`config.mk`:
```
export PLATFORM = sky130hd
export DESIGN_NAME = tick_sequencer_flat
export DESIGN_NICKNAME = d
export VERILOG_FILES = /design/src/rtl/tick_sequencer_if.sv /design/src/rtl/tick_sequencer.sv /design/src/flat_wrapper.sv
export SDC_FILE = /design/constraint.sdc
export NUM_CORES = 1
export LEC_CHECK = 0
export ABC_CLOCK_PERIOD_IN_PS = 3500
export CAP_MARGIN = 20
export CORE_ASPECT_RATIO = 0.9
export CORE_MARGIN = 1.5
export CORE_UTILIZATION = 40
export DETAILED_ROUTE_END_ITERATION = 10
export HOLD_SLACK_MARGIN = 0.12
export RECOVER_POWER = 25
export SLEW_MARGIN = 20
export SYNTH_ARGS = -nofsm -noshare
export SYNTH_HDL_FRONTEND = slang
export SYNTH_SLANG_ARGS = --single-unit
```
`constraint.sdc`:
```
create_clock -name clk -period 3.5 [get_ports clk]
set_clock_uncertainty 0.2 [all_clocks]
set_input_delay 0.525 -clock clk [delete_from_list [all_inputs] [get_ports clk]]
set_output_delay 0.525 -clock clk [all_outputs]
set_load 0.01 [all_outputs]
```
`src/rtl/tick_sequencer_if.sv`:
```
// rtl/tick_sequencer_if.sv - start/handshake/status bundle between tick_sequencer and its consumer
//
// Purpose: groups every non-clock, non-reset signal of tick_sequencer.
// Signals:
//   start        level request to run one sequence (sampled in IDLE only)
//   ack          consumer acknowledge, four-phase
//   dut_reset_l  consumer reset, active low
//   req          per-tick request to the consumer
//   count        completed transactions
//   busy         sequence in progress (HOLD, REQ, ACK_LOW)
//   done         sticky, all transactions complete
//   timeout_err  sticky, handshake stalled
// Modports:
//   master  the sequencer (drives req and status, receives start and ack)
//   slave   the stimulus/consumer side
interface tick_sequencer_if #(
   parameter int CNT_W = 8
);
   logic             start;
   logic             ack;
   logic             dut_reset_l;
   logic             req;
   logic [CNT_W-1:0] count;
   logic             busy;
   logic             done;
   logic             timeout_err;

   modport master (
      input  start,
      input  ack,
      output dut_reset_l,
      output req,
      output count,
      output busy,
      output done,
      output timeout_err
   );

   modport slave (
      output start,
      output ack,
      input  dut_reset_l,
      input  req,
      input  count,
      input  busy,
      input  done,
      input  timeout_err
   );
endinterface

```
`src/rtl/tick_sequencer.sv`:
```
// rtl/tick_sequencer.sv - bounded reset-hold and four-phase req/ack stimulus controller
//
// Purpose: after start, holds the consumer in reset for HOLD_CYCLES edges,
// releases it, then runs TARGET four-phase req/ack transactions. Ends in
// DONE (sticky done) or, if any single ack edge takes TIMEOUT edges, in ERR
// (sticky timeout_err). Both end states are left only through reset.
// Ports:
//   clk    single clock, all state on posedge
//   reset  asynchronous, active-high; clears every output and timer
//   bus    tick_sequencer_if.master (start, ack in; dut_reset_l, req,
//          count, busy, done, timeout_err out, all registered)
module tick_sequencer #(
   parameter int HOLD_CYCLES = 4,
   parameter int TARGET      = 25,
   parameter int CNT_W       = 8,
   parameter int TIMEOUT     = 16
) (
   input  logic               clk,
   input  logic               reset,
   tick_sequencer_if.master   bus
);

   // One timer width covers both the hold phase and the handshake waits.
   localparam int MAX_TMR = (HOLD_CYCLES > TIMEOUT) ? HOLD_CYCLES : TIMEOUT;
   localparam int TMR_W   = $clog2(MAX_TMR + 1);

   localparam logic [TMR_W-1:0] HOLD_LAST = TMR_W'(HOLD_CYCLES - 1);
   localparam logic [TMR_W-1:0] TO_LAST   = TMR_W'(TIMEOUT - 1);
   localparam logic [CNT_W-1:0] TGT       = CNT_W'(TARGET);

   if (HOLD_CYCLES < 1) begin : g_bad_hold
      $error("tick_sequencer: HOLD_CYCLES must be at least 1");
   end
   if (TIMEOUT < 2) begin : g_bad_timeout
      $error("tick_sequencer: TIMEOUT must be at least 2");
   end
   if (TARGET < 0 || TARGET >= (1 << CNT_W)) begin : g_bad_target
      $error("tick_sequencer: TARGET must fit in CNT_W bits");
   end

   typedef enum logic [2:0] {
      S_IDLE,
      S_HOLD,
      S_REQ,
      S_ACK_LOW,
      S_DONE,
      S_ERR
   } state_t;

   state_t           state;
   logic [TMR_W-1:0] hold_tmr;
   logic [TMR_W-1:0] wait_tmr;

   always_ff @(posedge clk or posedge reset) begin
      if (reset) begin
         state           <= S_IDLE;
         hold_tmr        <= '0;
         wait_tmr        <= '0;
         bus.dut_reset_l <= 1'b0;
         bus.req         <= 1'b0;
         bus.count       <= '0;
         bus.busy        <= 1'b0;
         bus.done        <= 1'b0;
         bus.timeout_err <= 1'b0;
      end else begin
         case (state)
            S_IDLE: begin
               if (bus.start) begin
                  state    <= S_HOLD;
                  hold_tmr <= '0;
                  bus.busy <= 1'b1;
               end
            end

            // Hold timer value k-1 at the k-th edge after start, so the
            // release lands exactly HOLD_CYCLES edges after the start edge.
            S_HOLD: begin
               if (hold_tmr == HOLD_LAST) begin
                  bus.dut_reset_l <= 1'b1;
                  wait_tmr        <= '0;
                  if (TARGET == 0) begin
                     state    <= S_DONE;
                     bus.done <= 1'b1;
                     bus.busy <= 1'b0;
                  end else begin
                     state   <= S_REQ;
                     bus.req <= 1'b1;
                  end
               end else begin
                  hold_tmr <= hold_tmr + TMR_W'(1);
               end
            end

            // The exit condition is tested before the timeout, so an ack
            // arriving on the TIMEOUT-th edge still completes normally.
            S_REQ: begin
               if (bus.ack) begin
                  state     <= S_ACK_LOW;
                  bus.req   <= 1'b0;
                  bus.count <= bus.count + CNT_W'(1);
                  wait_tmr  <= '0;
               end else if (wait_tmr == TO_LAST) begin
                  state           <= S_ERR;
                  bus.req         <= 1'b0;
                  bus.busy        <= 1'b0;
                  bus.timeout_err <= 1'b1;
               end else begin
                  wait_tmr <= wait_tmr + TMR_W'(1);
               end
            end

            // count was already bumped on the ack-high edge, so comparing
            // against TARGET here ends the run after the last release.
            S_ACK_LOW: begin
               if (!bus.ack) begin
                  wait_tmr <= '0;
                  if (bus.count == TGT) begin
                     state    <= S_DONE;
                     bus.done <= 1'b1;
                     bus.busy <= 1'b0;
                  end else begin
                     state   <= S_REQ;
                     bus.req <= 1'b1;
                  end
               end else if (wait_tmr == TO_LAST) begin
                  state           <= S_ERR;
                  bus.busy        <= 1'b0;
                  bus.timeout_err <= 1'b1;
               end else begin
                  wait_tmr <= wait_tmr + TMR_W'(1);
               end
            end

            // Terminal states: outputs were set on entry and stay frozen.
            S_DONE: begin
               state <= S_DONE;
            end

            S_ERR: begin
               state <= S_ERR;
            end

            default: begin
               state <= S_IDLE;
            end
         endcase
      end
   end

endmodule

```
`src/flat_wrapper.sv`:
```
// flat-port wrapper written by rule: the top's interface ports become plain ports
module tick_sequencer_flat 
#(
   parameter int HOLD_CYCLES = 4,
   parameter int TARGET      = 25,
   parameter int CNT_W       = 8,
   parameter int TIMEOUT     = 16
)
  (clk, reset, bus_start, bus_ack, bus_dut_reset_l, bus_req, bus_count, bus_busy, bus_done, bus_timeout_err);
  tick_sequencer_if #(.CNT_W(CNT_W)) bus_i ();
  input  logic clk;
  input  logic reset;
  input wire logic [$bits(bus_i.start)-1:0] bus_start;
  input wire logic [$bits(bus_i.ack)-1:0] bus_ack;
  output wire logic [$bits(bus_i.dut_reset_l)-1:0] bus_dut_reset_l;
  output wire logic [$bits(bus_i.req)-1:0] bus_req;
  output wire logic [$bits(bus_i.count)-1:0] bus_count;
  output wire logic [$bits(bus_i.busy)-1:0] bus_busy;
  output wire logic [$bits(bus_i.done)-1:0] bus_done;
  output wire logic [$bits(bus_i.timeout_err)-1:0] bus_timeout_err;
  assign bus_i.start = bus_start;
  assign bus_i.ack = bus_ack;
  assign bus_dut_reset_l = bus_i.dut_reset_l;
  assign bus_req = bus_i.req;
  assign bus_count = bus_i.count;
  assign bus_busy = bus_i.busy;
  assign bus_done = bus_i.done;
  assign bus_timeout_err = bus_i.timeout_err;
  tick_sequencer #(.HOLD_CYCLES(HOLD_CYCLES), .TARGET(TARGET), .CNT_W(CNT_W), .TIMEOUT(TIMEOUT)) u_core (.clk(clk), .reset(reset), .bus(bus_i));
endmodule
```
Word-level counts from Yosys, hierarchy flattened:

Index checks and enable logic that the tools add are counted.

* logic and storage cells: 75
* register bits after elaboration: 26
* latch bits: 0
* bits in writable memories: 0
* bits in read-only memories: 0
* memories kept: 0

* add/sub/neg operators: 3
* mux-type cells: 31
* $mul: 0
* reductions and logical operators: 14
* shift-type cells: 0
* bitwise operators: 1
* divide/modulo/power cells: 0
* magnitude comparators: 0
* equal/unequal tests: 17

Operators by type and width (count)
* $mux 5: 6
* $mux 3: 6
* $pmux 3 s6: 1
* $pmux 5 s3: 1
* $mux 1: 13
* $ne 2x2->1 const B: 6
* $add 5x1->5 const B: 2
* $pmux 5 s2: 1
* $reduce_and 3->1: 3
* $add 8x1->8 const B: 1
* $eq 8x5->1 const B: 1
* $reduce_and 2->1: 4
* $eq 3x2->1 const B: 2
* $eq 3x3->1 const B: 2
* $ne 3x2->1 const B: 2
* $pmux 1 s3: 2
* $reduce_bool 3->1: 2
* $eq 5x2->1 const B: 1
* $eq 5x4->1 const B: 1
* $reduce_and 5->1: 1
* $reduce_and 4->1: 1
* $reduce_bool 2->1: 2
* $eq 3x1->1 const B: 1
* $logic_not 3->1: 1
* 3 further kinds: 3

Depth between registers and ports, before layout:

* word-level depth: 4
* depth in mapped cells: 6
* gate-level depth less buffers: 6

Worst setup path before layout:

OpenSTA, ideal clock, no wires.

* path type: register to register
* start: register u_core.hold_tmr[0]
* end: register u_core.hold_tmr[2]
* library setup time: 129 ps
* stages on the path, launching flop included: 6
* path slack: 1707 ps
* data arrival time: 1464 ps
* path buffers: 0
* period minus slack after synthesis: 1793 ps
* path through: dfrtp_1 > ha_1 > nor4b_4 > a2111o_1 > o21ai_0 > o21ai_0

* longest elaborated chain between the ends: 3
* elaborated cells between the ends (all ways): 6
* classes of those cells: 1 x add/sub; 2 x eq/ne; 2 x mux; 1 x reduce/logical

Ends and longest elaborated chain
* start, declared: line tick_sequencer.sv:51 `logic [TMR_W-1:0] hold_tmr;`
* start signal, assigned: line tick_sequencer.sv:90 `hold_tmr <= hold_tmr + TMR_W'(1);`
* $add 5x1->5 or $eq 5x2->1 (tied branches): line tick_sequencer.sv:90, tick_sequencer.sv:78
* $mux 5 or $ne 2x2->1 (tied branches)
* $pmux 5 s2 or $reduce_and 3->1 (tied branches)

Several ways; a longest one is shown, not always the timed one. The select of a mux whose other input is x is not followed.
A chain may end at the register's enable or synchronous reset.

Worst setup path after layout:

* start: input port bus_ack
* end: register u_core.bus.count[7]

* longest elaborated chain between the ends: 1

Ends and longest elaborated chain
* start, declared: line flat_wrapper.sv:14 `input wire logic [$bits(bus_i.ack)-1:0] bus_ack;`
* $reduce_and 2->1 (no line)
* end signal, assigned: line tick_sequencer.sv:100 `bus.count <= bus.count + CNT_W'(1);`
* end, declared: line tick_sequencer_if.sv:33 `output count,`

No other way between the ends.

==> flow_metrics.env <==
export IMPL_synth_cells=148
export IMPL_n_antenna_cell=0
export IMPL_syn2layout_area_growth_pct=16.5
export IMPL_postCtsSetupRepairBufs=0
export IMPL_critPathKind="primary input to flop"
export IMPL_start_kind="primary input"
export IMPL_drive_gt1_frac=0.0736
export IMPL_grt_start_max_net_pins=27
export IMPL_hold_viol=0
export IMPL_slew_viol_final=0
export IMPL_track_usage=0.161
export IMPL_wl_per_cell_um=14.0
export IMPL_path_cells="clkdlybuf4s50_1, and4bb_2, nand4_4, nor3_2, xor2_1"
export IMPL_p_leak_nw=0.731
export IMPL_endpoint_kind="flop"
export IMPL_worst_pin_slew_ps=889
export IMPL_rows=20
export IMPL_clock_latency_ps=270
export IMPL_drc_errors=0
export IMPL_first_global_vias=1080
export IMPL_ctsResizeCount=0
export IMPL_grt_pass1_wl_um=5050
export IMPL_synth_edf_count=0
export IMPL_die_area_um2=4050
export IMPL_cts_root_buf="clkbuf_8"
export IMPL_layout_common_cells="dfrtp_1 (26), clkdlybuf4s50_1 (15), o21ai_0 (13), nand2_1 (12), nand3_1 (9)"
export IMPL_setup_viol=0
export IMPL_grt_use_met3=0.0390
export IMPL_min_period_over_period=0.612
export IMPL_die_y_um=60.5
export IMPL_cp_num_buf_inv=1
export IMPL_critPathRequiredTime_ps=3500
export IMPL_synth_area_um2=1470
export IMPL_ys_seq_area_frac=0.442
export IMPL_dp_hpwl_um=2040
export IMPL_dr_pass1_iters=4
export IMPL_avgSynthCellArea_um2=9.94
export IMPL_cts_tree="done"
export IMPL_clock_sink_count=26
export IMPL_yosys_warnings=0
export IMPL_drt_iter0_markers=91
export IMPL_hold_class="flop to flop"
export IMPL_status="completed"
export IMPL_clk_pin_slew_worst_paths_ps=90
export IMPL_fin_tns_setup_ps=0
export IMPL_antenna_found_initial=0
export IMPL_cpLargestDelayFamily="simple AND/OR/NAND/NOR gates"
export IMPL_ant_nets=0
export IMPL_cp_arrival_ps=2140
export IMPL_critPathMaxStageDelay_ps=670
export IMPL_holdBufCountCts=0
export IMPL_finalCriticalPeriod_ps=2140
export IMPL_peakVddDrop_mv=0.411
export IMPL_slew_limit_headroom=0.408
export IMPL_slowest_stage="clkdlybuf4s50_1"
export IMPL_io_pins=17
export IMPL_yosys_cell_types_count=43
export IMPL_core_um2=3450
export IMPL_hold_slack_ps=266
export IMPL_start_util=0.426
export IMPL_grtUsageMet2=0.251
export IMPL_routed_wirelength_um=2910
export IMPL_cts_buffers=3
export IMPL_p_per_area_nw_per_um2=649
export IMPL_cp_max_fo=13
export IMPL_async_flop_share=1.00
export IMPL_place_congestion=0.713
export IMPL_met1_usage=0.236
export IMPL_port_buffers=16
export IMPL_die_x_um=66.9
export IMPL_detail_route_vias_per_cell=5.47
export IMPL_grt_overflow_total=0
export IMPL_ys_flop_type="dfrtp_1"
export IMPL_grt_busiest_layer="met2"
export IMPL_final_common_cell="dfrtp_1"
export IMPL_htree_levels=1
export IMPL_ys_seq_elements=26
export IMPL_synthesis_nets=156
export IMPL_fin_nets=172
export IMPL_fmax_mhz=467
export IMPL_clockBufferDepth=2
export IMPL_maxCapViolations=0
export IMPL_rsz0062_at_grt="no"
export IMPL_via_count=1133
## synth_stat cells (all sizes together) (2+ instances only)
library cell   n  share of area
a21oi          5          0.020
buf            5          0.019
xor2           5          0.030
nand4b         3          0.018
nand3          9          0.031
nand2b         4          0.017
and4bb         2          0.017
nor2           7          0.018
a21o           2          0.010
nand2         12          0.031
nor2b          7          0.030
nor3b          3          0.019
and2           2         0.0085
or2            2         0.0085
ha             4          0.034
nand3b         3          0.015
dfrtp         26           0.44
nand4          6          0.036
xnor2          4          0.024
o21ai         16          0.054
inv            4          0.010
## path summary, 6_finish.rpt
kind | start | to | slack, ps | cells after the start
worst min-delay path | u_core.bus.timeout_err | u_core.bus.timeout_err | 270 | 1
max in group asynchronous | reset | u_core.bus.dut_reset_l | 1610 | 3
worst min register to register | u_core.bus.timeout_err | u_core.bus.timeout_err | 270 | 1
worst max-delay path | bus_ack | u_core.bus.count[7] | 1360 | 5
worst max register to register | u_core.hold_tmr[0] | u_core.hold_tmr[2] | 1550 | 5
min in group asynchronous | reset | u_core.hold_tmr[0] | 410 | 2
## cell type report
cell class              instances  area [µm²]
fillers                       331        1740
flip-flops and latches         26         651
well taps                      44        55.1
repair buffers                 17         164
multi-input cells             112         774
clock buffers                   4        55.1
inverters                       4        15.0
## stage by stage
stage | util | area [µm²] | worst slack (ps) | cells | power, mW
after CTS | 0.495 | 1710 | 1350 | 206 | 1.12
after global placement | 0.479 | 1660 | 1150 | 202 | 0.914
after floorplan | - | 1470 | 1710 | 148 | 0.781
after global routing | 0.496 | 1710 | 1260 | 207 | 1.20
after detailed placement | 0.479 | 1660 | 1060 | 202 | 0.923
final | 0.496 | 1710 | 1360 | 207 | 1.11
## kinds of logic (layout without fill, tap and decap cells)
group                      after synthesis  after routing  synth area share
and+or+nand+nor                         66             66             0.290
AOI/OAI and AO/OA                       33             33             0.149
DFF                                     26             26             0.442
buffers and inverters                   10             25            0.0315
xor gates and xnor gates                 9              9            0.0536
adders and majority gates                4              4            0.0340
## layer usage
metal  routed length [µm]  vias up
li1                     -      561
met1                 1540      539
met2                 1220       33
met3                  145        0
met4                    0        0
met5                    0        -
## registers in the layout (all words and copies together), names as in the netlist
register                flops
u_core.bus.timeout_err      1
u_core.bus.done             1
u_core.bus.busy             1
u_core.wait_tmr             5
u_core.bus.dut_reset_l      1
u_core.bus.req              1
u_core.hold_tmr             5
u_core.bus.count            8
u_core.state                3
## report_power, final
part	switching [mW]	internal, mW	leakage (nW)
Combinational	0.195	0.210	0.361
Sequential	0.137	0.376	0.341
Clock	0.0946	0.101	0.0288
No activity file was read; power rests on OpenSTA's default activity.
==> edit: new RTL, same flow settings <==
Re-encode `state_t` (6 states) as one-hot, 6 bits wide.
--- a/src/rtl/tick_sequencer.sv
+++ b/src/rtl/tick_sequencer.sv
@@ -38,13 +38,13 @@
       $error("tick_sequencer: TARGET must fit in CNT_W bits");
    end
 
-   typedef enum logic [2:0] {
-      S_IDLE,
-      S_HOLD,
-      S_REQ,
-      S_ACK_LOW,
-      S_DONE,
-      S_ERR
+   typedef enum logic [5:0] {
+      S_IDLE    = 6'b000001,
+      S_HOLD    = 6'b000010,
+      S_REQ     = 6'b000100,
+      S_ACK_LOW = 6'b001000,
+      S_DONE    = 6'b010000,
+      S_ERR     = 6'b100000
    } state_t;
 
    state_t           state;
Formal check against the unedited RTL: no difference found for any inputs over 10 cycles, from zero or initial values and one cycle with reset high; not proved beyond that.
==> edit against the unedited design <==
The run now ends with capacitance limit, slew limit left. Combinational power shrank 40%. Worst setup slack lost 0.20 ns. Total power shrank 2.4%. Area after synthesis grew 9.0%. Wire length grew 18%. Global-route usage grew 1.3 points. Core utilization grew 1.5 points. Design area grew 13%. Sequential cell count grew 3. Register-to-register slack lost 0.26 ns.
==> edit: results (changes against the unedited design) <==
Outcome
  – Outcome: finished, violations left
  – Failing checks: capacitance limit, slew limit

Power
  – Switching Fraction: 29.0% (-9.3 points)
  – Clock power frac: 38.1% (+21 points)
  – Gate power share: 22.2% (-14 points)
  – Peak supply drop: 0.345 mV (-16%)
  – Pleak: 0.911 nW (+25%)

Finish
  – Largest regs: u_core.bus.count: 8 flops, u_core.state: 6 flops
  – Ant diodes: 0 (unchanged)
  – Layout cells sized above 1: 9.94% (+2.6 points)
  – Nets: 188 (+9.3%)
  – Area of the multi-input gates: 812 sq um (+4.8%)
  – Fillers: 346 (+4.5%)

Min path
  – Hold path start: u_core.bus.dut_reset_l$_DFFE_PP0P_

Synthesis
  – Compound-Gate Fraction of Synth Area: 16.7% (+1.8 points)
  – Post-synthesis mux area share: 0.624% (+0.62 points)
  – Syn Nets: 169 (+8.3%)
  – Synth Area in Adders: 3.12% (-0.28 points)
  – Yosys cell types: 51 (+19%)
  – Xor-xnor portion of the synthesized cell area: 4.37% (-0.99 points)
  – Synth top area cells: dfrtp_1 (44%), ha_1 (3.1%), nand2_1 (3.0%), and3_1 (2.7%), xnor2_1 (2.7%)
  – Register area share after synthesis: 45.3% (+1.1 points)
  – Top cells by count, synth: dfrtp_1 (28), nand2_1 (13), inv_1 (11)

Clock network
  – Number of buffers created by CTS: 5 (+2)
  – H-tree depth reported by CTS: 2 (+1)
  – Clock Pin Slew Worst Setup and Hold Paths: 0.07 ns (-0.02 ns)
  – Buffer depth of the longest clock path: 2 (unchanged)
  – Cts repair resizes: 0 (unchanged)

Setup path
  – Crit path to: u_core.bus.count[0]$_DFFE_PP0P_
  – Reg-to-reg startpoint: u_core.hold_tmr[0]$_DFFE_PP0P_
  – Worst R2R End: u_core.bus.req$_DFFE_PP0P_
  – CP startpoint: reset
  – R2r setup slk: 1.29 ns (-0.26 ns)
  – Crit path DAT: 2.25 ns (+0.11 ns)
  – Max Fanout on Critical Path: 29 (+16)
  – Top delay family on crit path: buffers and inverters
  – Slowest stage delay, CP: 1.12 ns (+0.45 ns)
  – Crit-path slowest cell: clkbuf_1

Placement
  – Gpl congestion: 0.777 (+9.0%)
  – DP HPWL: 2440 um (+19%)
  – Placed cell area: 1810 sq um (+9.1%)

GRT
  – First-pass GRT wire length: 6180 um (+22%)
  – Vias in the first global route: 1293 (+20%)
  – Total GRT Usage: 17.4% (+1.3 points)
  – Largest net degree at the start of global routing: 30 (+11%)

Routing
  – DR WL/cell: 15.1 um (+7.3%)
  – Via density: 5.83 (+6.5%)
  – Initial DRC Count: 111 (+22%)

Flow run
  – Maxcap violations: 1 (+1)

STA
  – Max-slew violation total from the final report: 30 (+30)
  – Max_slew headroom: -3.80% (-45 points)
## edit: cell types whose count changed after synthesis, moves of 3 or more
cell	delta
nor2_1	-3
and3_1	+6
o21ai_0	-7
nand3b_1	-3
nor2b_1	-3
inv_1	+7
o31ai_1	+3
nor4_1	+3
## edit: worst min path at each step
stage          slack [ns]  depth (start not counted)                                  to
2_1_floorplan        0.27                          1      u_core.hold_tmr[1]$_DFFE_PP0P_
5_1_grt              0.31                          1  u_core.bus.dut_reset_l$_DFFE_PP0P_
4_1_cts              0.27                          1  u_core.bus.dut_reset_l$_DFFE_PP0P_
3_5_place_dp         0.25                          1  u_core.bus.dut_reset_l$_DFFE_PP0P_
6_report             0.26                          1  u_core.bus.dut_reset_l$_DFFE_PP0P_
3_3_place_gp         0.24                          1  u_core.bus.dut_reset_l$_DFFE_PP0P_
## edit: routing by layer
layer / share of wire, % / vias to the layer above / track usage [%]
li1: - / 634 / -
met1: 46 / 638 / 24.3
met2: 45 / 47 / 26.9
met3: 7.7 / 4 / 5.12
met4: 0.88 / 0 / 4.09
met5: 0 / - / 0
## edit: layout make-up
cell class / instances / area share, %
clock buffer: 5 / 3.56
clock inverter: 3 / 3.36
timing repair buffer: 17 / 8.47
multi-input combinational: 116 / 42.0
tap: 46 / 2.97
inverter: 11 / 2.13
sequential: 29 / 37.6
## edit: through the flow
step / power [mW] / std cells / setup WS (ns)
6_report: 1.09 / 227 / 1.16
5_1_grt: 1.16 / 227 / 0.798
4_1_cts: 1.09 / 227 / 1.26
3_5_place_dp: 0.675 / 219 / 0.960
3_3_place_gp: 0.668 / 219 / 1.06
2_1_floorplan: 0.602 / 161 / 1.58
